File: src/rtl/axis_bram_frame_writer_if.sv
// AXI-Stream beat channel carrying one FFT input frame from the DMA into the frame writer.
interface axis_bram_frame_writer_if #(
  parameter int DATA_WIDTH = 64
) ();
  logic                    tvalid;
  logic                    tlast;
  logic [DATA_WIDTH-1:0]   tdata;
  logic [DATA_WIDTH/8-1:0] tkeep;
  logic                    tready;

  modport master (
    output tvalid,
    output tlast,
    output tdata,
    output tkeep,
    input  tready
  );

  modport slave (
    input  tvalid,
    input  tlast,
    input  tdata,
    input  tkeep,
    output tready
  );
endinterface

File: src/rtl/axis_bram_frame_writer.sv
// Writes one FFT input frame per go into a round-robin BRAM bank, in natural or bit-reversed order,
// with tlast framing checks, a registered write port and a done pulse carrying the finished bank.
module axis_bram_frame_writer #(
  parameter int DATA_WIDTH = 64,
  parameter int LOG2_FFT   = 12,
  parameter int NUM_BANKS  = 2,
  parameter int BANK_W     = (NUM_BANKS > 1) ? $clog2(NUM_BANKS) : 1
) (
  input  logic                    clk,
  input  logic                    reset,
  input  logic                    go,
  input  logic                    bitrev_en,
  output logic                    busy,
  output logic                    done,
  output logic [BANK_W-1:0]       done_bank,
  output logic                    err_early_tlast,
  output logic                    err_missing_tlast,
  output logic                    mem_we,
  output logic [BANK_W-1:0]       mem_bank,
  output logic [LOG2_FFT-1:0]     mem_waddr,
  output logic [DATA_WIDTH-1:0]   mem_wdata,
  output logic [DATA_WIDTH/8-1:0] mem_wstrb,
  axis_bram_frame_writer_if.slave s_axis
);

  localparam int STRB_W = DATA_WIDTH / 8;
  localparam logic [LOG2_FFT-1:0] LAST_IDX = {LOG2_FFT{1'b1}};

  typedef enum logic [0:0] {
    ST_IDLE  = 1'b0,
    ST_WRITE = 1'b1
  } state_e;

  function automatic logic [LOG2_FFT-1:0] bit_reverse(input logic [LOG2_FFT-1:0] value);
    logic [LOG2_FFT-1:0] result;
    result = {LOG2_FFT{1'b0}};
    for (int i = 0; i < LOG2_FFT; i++) begin
      result[i] = value[LOG2_FFT-1-i];
    end
    return result;
  endfunction

  // A single bank never advances; otherwise the power-of-2 width makes the increment wrap.
  function automatic logic [BANK_W-1:0] next_bank(input logic [BANK_W-1:0] bank);
    logic [BANK_W-1:0] result;
    if (NUM_BANKS == 1) begin
      result = {BANK_W{1'b0}};
    end else begin
      result = bank + BANK_W'(1);
    end
    return result;
  endfunction

  state_e              state_q, state_d;
  logic [LOG2_FFT-1:0] count_q, count_d;
  logic [BANK_W-1:0]   bank_q, bank_d;
  logic                bitrev_q, bitrev_d;
  logic                busy_q, busy_d;
  logic                done_q, done_d;
  logic [BANK_W-1:0]   done_bank_q, done_bank_d;
  logic                err_early_q, err_early_d;
  logic                err_missing_q, err_missing_d;
  logic                tready_q, tready_d;
  logic                mem_we_q, mem_we_d;
  logic [BANK_W-1:0]   mem_bank_q, mem_bank_d;
  logic [LOG2_FFT-1:0] mem_waddr_q, mem_waddr_d;
  logic [DATA_WIDTH-1:0] mem_wdata_q, mem_wdata_d;
  logic [STRB_W-1:0]   mem_wstrb_q, mem_wstrb_d;

  logic beat_acc;
  logic final_beat;
  logic frame_end;
  logic go_acc;

  // done_q blocks go in the done cycle so a new frame can only start one cycle later.
  always_comb begin
    beat_acc   = s_axis.tvalid & tready_q & (state_q == ST_WRITE);
    final_beat = (count_q == LAST_IDX);
    frame_end  = beat_acc & (final_beat | s_axis.tlast);
    go_acc     = (state_q == ST_IDLE) & go & ~done_q;
  end

  // Frame sequencing, framing checks and the registered write port.
  always_comb begin
    state_d       = state_q;
    count_d       = count_q;
    bank_d        = bank_q;
    bitrev_d      = bitrev_q;
    busy_d        = busy_q;
    done_d        = 1'b0;
    done_bank_d   = done_bank_q;
    err_early_d   = err_early_q;
    err_missing_d = err_missing_q;
    tready_d      = tready_q;
    mem_we_d      = 1'b0;
    mem_bank_d    = mem_bank_q;
    mem_waddr_d   = mem_waddr_q;
    mem_wdata_d   = mem_wdata_q;
    mem_wstrb_d   = mem_wstrb_q;

    case (state_q)
      ST_IDLE: begin
        if (go_acc) begin
          state_d       = ST_WRITE;
          bitrev_d      = bitrev_en;
          err_early_d   = 1'b0;
          err_missing_d = 1'b0;
          count_d       = {LOG2_FFT{1'b0}};
          busy_d        = 1'b1;
          tready_d      = 1'b1;
        end else begin
          state_d  = ST_IDLE;
          tready_d = 1'b0;
        end
      end

      ST_WRITE: begin
        if (beat_acc) begin
          mem_we_d    = 1'b1;
          mem_bank_d  = bank_q;
          mem_waddr_d = bitrev_q ? bit_reverse(count_q) : count_q;
          mem_wdata_d = s_axis.tdata;
          mem_wstrb_d = s_axis.tkeep;
          if (frame_end) begin
            // Error-terminated frames still release their bank to the FFT.
            state_d       = ST_IDLE;
            done_d        = 1'b1;
            done_bank_d   = bank_q;
            bank_d        = next_bank(bank_q);
            busy_d        = 1'b0;
            tready_d      = 1'b0;
            err_early_d   = err_early_q | (s_axis.tlast & ~final_beat);
            err_missing_d = err_missing_q | (final_beat & ~s_axis.tlast);
          end else begin
            count_d = count_q + LOG2_FFT'(1);
          end
        end else begin
          state_d = ST_WRITE;
        end
      end

      default: begin
        state_d  = ST_IDLE;
        busy_d   = 1'b0;
        tready_d = 1'b0;
      end
    endcase
  end

  // State and output registers; reset aborts any frame in flight.
  always_ff @(posedge clk) begin
    if (reset) begin
      state_q       <= ST_IDLE;
      count_q       <= {LOG2_FFT{1'b0}};
      bank_q        <= {BANK_W{1'b0}};
      bitrev_q      <= 1'b0;
      busy_q        <= 1'b0;
      done_q        <= 1'b0;
      done_bank_q   <= {BANK_W{1'b0}};
      err_early_q   <= 1'b0;
      err_missing_q <= 1'b0;
      tready_q      <= 1'b0;
      mem_we_q      <= 1'b0;
      mem_bank_q    <= {BANK_W{1'b0}};
      mem_waddr_q   <= {LOG2_FFT{1'b0}};
      mem_wdata_q   <= {DATA_WIDTH{1'b0}};
      mem_wstrb_q   <= {STRB_W{1'b0}};
    end else begin
      state_q       <= state_d;
      count_q       <= count_d;
      bank_q        <= bank_d;
      bitrev_q      <= bitrev_d;
      busy_q        <= busy_d;
      done_q        <= done_d;
      done_bank_q   <= done_bank_d;
      err_early_q   <= err_early_d;
      err_missing_q <= err_missing_d;
      tready_q      <= tready_d;
      mem_we_q      <= mem_we_d;
      mem_bank_q    <= mem_bank_d;
      mem_waddr_q   <= mem_waddr_d;
      mem_wdata_q   <= mem_wdata_d;
      mem_wstrb_q   <= mem_wstrb_d;
    end
  end

  assign busy              = busy_q;
  assign done              = done_q;
  assign done_bank         = done_bank_q;
  assign err_early_tlast   = err_early_q;
  assign err_missing_tlast = err_missing_q;
  assign mem_we            = mem_we_q;
  assign mem_bank          = mem_bank_q;
  assign mem_waddr         = mem_waddr_q;
  assign mem_wdata         = mem_wdata_q;
  assign mem_wstrb         = mem_wstrb_q;
  assign s_axis.tready     = tready_q;

endmodule

File: src/flat_wrapper.sv
// flat-port wrapper written by rule: the top's interface ports become plain ports
module axis_bram_frame_writer_flat 
#(
  parameter int DATA_WIDTH = 64,
  parameter int LOG2_FFT   = 12,
  parameter int NUM_BANKS  = 2,
  parameter int BANK_W     = (NUM_BANKS > 1) ? $clog2(NUM_BANKS) : 1
)
  (clk, reset, go, bitrev_en, busy, done, done_bank, err_early_tlast, err_missing_tlast, mem_we, mem_bank, mem_waddr, mem_wdata, mem_wstrb, s_axis_tvalid, s_axis_tlast, s_axis_tdata, s_axis_tkeep, s_axis_tready);
  axis_bram_frame_writer_if #(.DATA_WIDTH(DATA_WIDTH)) s_axis_i ();
  input  logic clk;
  input  logic reset;
  input  logic go;
  input  logic bitrev_en;
  output logic busy;
  output logic done;
  output logic [BANK_W-1:0] done_bank;
  output logic err_early_tlast;
  output logic err_missing_tlast;
  output logic mem_we;
  output logic [BANK_W-1:0] mem_bank;
  output logic [LOG2_FFT-1:0] mem_waddr;
  output logic [DATA_WIDTH-1:0] mem_wdata;
  output logic [DATA_WIDTH/8-1:0] mem_wstrb;
  input wire logic [$bits(s_axis_i.tvalid)-1:0] s_axis_tvalid;
  input wire logic [$bits(s_axis_i.tlast)-1:0] s_axis_tlast;
  input wire logic [$bits(s_axis_i.tdata)-1:0] s_axis_tdata;
  input wire logic [$bits(s_axis_i.tkeep)-1:0] s_axis_tkeep;
  output wire logic [$bits(s_axis_i.tready)-1:0] s_axis_tready;
  assign s_axis_i.tvalid = s_axis_tvalid;
  assign s_axis_i.tlast = s_axis_tlast;
  assign s_axis_i.tdata = s_axis_tdata;
  assign s_axis_i.tkeep = s_axis_tkeep;
  assign s_axis_tready = s_axis_i.tready;
  axis_bram_frame_writer #(.DATA_WIDTH(DATA_WIDTH), .LOG2_FFT(LOG2_FFT), .NUM_BANKS(NUM_BANKS), .BANK_W(BANK_W)) u_core (.clk(clk), .reset(reset), .go(go), .bitrev_en(bitrev_en), .busy(busy), .done(done), .done_bank(done_bank), .err_early_tlast(err_early_tlast), .err_missing_tlast(err_missing_tlast), .mem_we(mem_we), .mem_bank(mem_bank), .mem_waddr(mem_waddr), .mem_wdata(mem_wdata), .mem_wstrb(mem_wstrb), .s_axis(s_axis_i));
endmodule
File: config.mk
export PLATFORM = sky130hd
export DESIGN_NAME = axis_bram_frame_writer_flat
export DESIGN_NICKNAME = d
export VERILOG_FILES = /design/src/rtl/axis_bram_frame_writer_if.sv /design/src/rtl/axis_bram_frame_writer.sv /design/src/flat_wrapper.sv
export SDC_FILE = /design/constraint.sdc
export NUM_CORES = 1
export LEC_CHECK = 0
export ABC_AREA = 1
export BUFFER_PORTS_ARGS = -buffer_cell sky130_fd_sc_hd__buf_4
export CORE_MARGIN = 1.5
export CORE_UTILIZATION = 48
export CTS_CLUSTER_SIZE = 25
export DETAILED_ROUTE_END_ITERATION = 8
export PLACE_DENSITY = 0.88
export SYNTH_ARGS = -nofsm -noshare
export SYNTH_HDL_FRONTEND = slang
export SYNTH_SLANG_ARGS = --single-unit
File: constraint.sdc
create_clock -name clk -period 2.1 [get_ports clk]
set_clock_uncertainty 0.2 [all_clocks]
set_input_delay 0 -clock clk [delete_from_list [all_inputs] [get_ports clk]]
set_output_delay 0 -clock clk [all_outputs]
set_load 0.005 [all_outputs]
== Yosys cells after proc, flatten, opt, wreduce, memory -nomap -nowiden ==
Cells that the tools add are included.

* Add/sub/neg operators: 2
* Eq/ne operators: 5
* Mux-type cells: 23
* Bitwise gates (word level): 15
* Reduce and logical (&&, ||, !) cells: 8

{| class="wikitable"
|+ Operators with widths
! kind !! count
|-
| $mux 12 || 4
|-
| $pmux 12 s2 || 1
|-
| $mux 1 || 13
|-
| $add 12x1->12 const B || 1
|-
| $eq 12x12->1 const B || 1
|-
| $pmux 1 s2 || 5
|-
| $reduce_and 3->1 || 3
|-
| $and 1x1->1 || 7
|-
| $ne 2x2->1 const B || 3
|-
| $reduce_and 2->1 || 3
|-
| $not 1->1 || 5
|-
| $or 1x1->1 || 3
|-
| $reduce_or 3->1 || 1
|-
| $ne 2x1->1 const B || 1
|-
| $reduce_or 2->1 || 1
|-
| $add 1x1->1 const B || 1
|}

* Flip-flop bits (word level): 107
* Bits of input ports: 78
* Output and inout bits: 92
* Logic and storage cells: 68

== Depth between registers and ports, before layout ==
* Depth after elaboration: 7
* Depth in mapped cells: 11
* Depth with buffers taken out: 10

== Worst setup path before layout ==
OpenSTA, ideal clock, no wires.

* Path type: register -> register
* From: reg u_core.count_q[0]
* To: reg u_core.count_q[10]
* Setup time: 0.116 ns
* Arrival: 1.380 ns
* Data required time: 1.784 ns
* Slack: 0.404 ns
* Stages on the path, launching flop included: 12
* Path buffers: 1
* Period minus slack after synthesis: 1.696 ns
* Path through: dfxtp_1 > ha_1 > nand2_1 > nor2_4 > nand3_2 > nand2_2 > nand2_2 > buf_4 > nand3_1 > nand2_1 > clkinv_1 > nor2_1

* Word-level cells in the longest chain between the ends: 5
* Elaborated cells between the ends (all ways): 9
* Classes of those cells: add/sub: 1; eq/ne: 2; mux: 3; bitwise: 2; reduce/logical: 1

{| class="wikitable"
|+ RTL lines
! item !! RTL line !! source
|-
| start, declared || axis_bram_frame_writer.sv:55 || <nowiki>logic [LOG2_FFT-1:0] count_q, count_d;</nowiki>
|-
| start signal, assigned || axis_bram_frame_writer.sv:154 || <nowiki>count_q <= {LOG2_FFT{1'b0}};</nowiki>
|-
| start signal, assigned || axis_bram_frame_writer.sv:170 || <nowiki>count_q <= count_d;</nowiki>
|-
| branches (longest 5 deep; another with $add 12x1->12) || -- ||
|}

Parallel ways; which one is timed is not known. The select of a mux whose other input is x is not followed.
A chain may end at the register's enable or synchronous reset.

== Worst setup path in the final report ==
* From: reg u_core.count_q[1]
* To: reg u_core.count_q[6]

The elaborated chain is that of the path after synthesis.

==> results.md <==
- Status: completed
- Die Y: 95.7 um
- Final setup margin: 0.144 ns
- Leak: 2.97 nW
- Layout cells sized above 1: 0.274
- Initial DRT Pass Iterations: 5
- Yosys warnings: 0
- Synth area leaders: dfxtp_1 (52%), nor2_1 (15%), o21ai_0 (11%)
- Crit-path max FO: 12
- Synth area leader: dfxtp_1
- Total power: 3.79 mW
- Min-delay src: s_axis_tdata[5]
- Initial drt markers: 276
- Filler cells: 524
- Tcrit/Tclk final: 0.931
- Area Overhead vs Synth: 55.9%
- WL final: 13,400 um
- CTS H-tree depth: 3
- P_int: 2.83 mW
- Worst Tran Pin Value: 0.437 ns
- Final ANT Viol Nets: 0
- Setup TNS: 0 ns
- Worst-Skew Late Latency: 0.36 ns
- Placed Cells: 801
- Hold Crit Class: input pin to flop
- Psw: 960 uW
- Worst Setup End Kind: flop
- Worst hold endpoint: u_core.mem_wdata[5]
- VDD IR max: 0.000661 V
- Syn Inst Count: 553
- Syn Area/Cell: 7.45 um^2
- Fin crit period: 1.96 ns
- R2R Path Start: u_core.count_q[1]
- Post-synth EDFFs: 0
- Area share of the largest cell type after synthesis: 0.520
- First-pass GRT wire length: 20,800 um
- Max Slew Vio Count: 0
- Ports: 170
- Clock Power Share: 0.318
- Grt ovf: 0
- Root Buffer: clkbuf_8
- Number of distinct library cells after synthesis: 27
- Post-CTS Hold Fix Bufs: 77
- Detailed-route via count: 4,649
- CP max stage cell: dfxtp_1
- FMAX: 0.511 GHz
- Post-CTS Setup Bufs: 0
- Final #Nets: 863
- Reg-to-reg endpoint: u_core.count_q[6]
- Routability cong.: 0.886
- Crit path kind: flop to flop
- Critical Path RT: 2.20 ns
- CTS resizes: 0
- Clk pin slew, worst setup/hold paths: 0.11 ns
- Inserted Clock Buffers: 9
- Switching Share: 0.253
- Port Buffers: 169
- CP most frequent cell: nand2_2
- Unrepaired setup endpoints after global routing: no
- Number of global-route vias before repair: 4,488
- Logic pwr share: 0.125
- Largest net degree at the start of global routing: 76
- Final setup vio count: 0
- Crit-path cells: ha_1 -> nand2_1 -> nor2_4 -> nand3_2 -> nand2_2 -> nand2_2 -> nand2_2 -> nand2_1 -> a21oi_2
- Top-count cell post-synth: nor2_1
- Dpl hpwl: 7750 um
- Synth top cells by count: nor2_1 (170), dfxtp_1 (107), o21ai_0 (88)
- Reg power frac: 0.557
- CTS max path bufs: 2
- Core Area: 0.00826 mm^2
- Routed wire per std cell: 15.0 um
- Initial core utilization: 0.499
- Max_cap viols: 0
- Tot GR Track Use: 0.291
- Initial antenna violation count: 0
- Die width: 95.7 um
- Final hold violation count: 0
- Synthesized flop and latch total: 107
- Placement Rows: 33
- Clk sink count: 107
- Hold Path Cell Cnt: 4
- Slowest Stage Delay on Critical Path: 0.36 ns
- Post-synth top flop: dfxtp_1
- CTS tree: yes
- FF-to-FF path depth: 9
- Power Density: 590 mW/mm^2
- Mapped cell area: 0.00412 mm^2
- Util after Layout: 0.778
- Worst slack, placed: 0.202 ns
- CP arrival: 2.05 ns
- Die area: 0.00915 mm^2
- Drt drc: 0
- Final Hold Slack: 0.200 ns
- Final cell count without fillers: 894
- Worst setup SP type: flop
- Synth async-reset ratio: 0
- Syn Nets: 632
- Sequential area share after synthesis: 0.520
- DR vias/cell: 5.20
- FF-to-FF setup slack: 0.14 ns
- Worst slew margin: 0.708
- Design area: 0.00642 mm^2
- ANT cells: 0
- Placed cell area: 0.00547 mm^2
==> worst max-delay path, delay by kind of cell, from the launching register on <==
kind,cells,cell delay (ns)
and+or+nand+nor,7,1.00
DFF,1,0.36
adders and majority gates,1,0.20
AOI/OAI and AO/OA,1,0.14
==> power groups by stage <==
| stage | registers, mW | logic, mW | clock network, mW |
|---|---|---|---|
| floorplan | 2.15 | 0.128 | 0 |
| global placement | 2.15 | 0.334 | 0 |
| detailed placement | 2.15 | 0.343 | 0 |
| CTS | 2.11 | 0.459 | 1.22 |
| global route | 2.12 | 0.508 | 1.31 |
| finish | 2.11 | 0.475 | 1.21 |
==> per-layer routing <==
layer / global-route usage / wire length [um] / vias to the layer above
li1: - / - / 2239
met1: 0.344 / 5360 / 2162
met2: 0.499 / 6660 / 217
met3: 0.0742 / 1070 / 31
met4: 0.119 / 323 / 0
met5: 0 / 0 / -
==> cells by family after synthesis <==
kind of cell | Yosys count | synth area share
xor+xnor | 3 | 0.00638
fa+ha+maj | 1 | 0.00304
buf+inv | 56 | 0.0571
flops | 107 | 0.520
compound gates | 116 | 0.149
simple gates | 270 | 0.265
==> registers in the layout, indices dropped and copies added, names as in the netlist <==
| name | flops |
|---|---|
| u_core.mem_waddr | 12 |
| u_core.state_q | 1 |
| u_core.done_bank | 1 |
| u_core.bitrev_q | 1 |
| u_core.mem_bank | 1 |
| u_core.busy | 1 |
| u_core.mem_wdata | 64 |
| u_core.err_missing_tlast | 1 |
| u_core.err_early_tlast | 1 |
| u_core.mem_wstrb | 8 |
| u_core.s_axis.tready | 1 |
| u_core.bank_q | 1 |
| u_core.done | 1 |
| u_core.mem_we | 1 |
| u_core.count_q | 12 |
==> layout by cell type, fill, tap and decap left out, drive strengths merged <==
cell / count
buf: 181
nor2: 173
dfxtp: 107
o21ai: 88
dlygate4sd3: 77
nand2: 74
inv: 18
nand3: 16
a21oi: 14
a31oi: 13
clkbuf: 10
clkinvlp: 3
clkinv: 3
xor2: 2
nand4: 2
nor3b: 2
nor3: 2
xnor2: 1
a211oi: 1
or2: 1
ha: 1
==> worst max-delay path by stage <==
stage	start	end	slack, ns
3_5_place_dp	u_core.count_q[1]	u_core.count_q[6]	0.20
6_report	u_core.count_q[1]	u_core.count_q[6]	0.14
3_3_place_gp	u_core.count_q[0]	u_core.count_q[11]	0.29
5_1_grt	u_core.count_q[1]	u_core.count_q[10]	0.004
4_1_cts	u_core.count_q[1]	u_core.count_q[6]	0.17
2_1_floorplan	u_core.count_q[0]	u_core.count_q[10]	0.40
==> area by class of cell <==
type | count | area, um^2 | area share
Clock buffer | 10 | 138 | 0.0214
Timing Repair Buffer | 258 | 2150 | 0.335
Multi-Input combinational cell | 390 | 1740 | 0.271
Clock inverter | 6 | 47.5 | 0.00740
Inverter | 18 | 67.6 | 0.0105
Tap cell | 105 | 131 | 0.0204
Sequential cell | 107 | 2140 | 0.333
(Power assumes the default switching activity.)
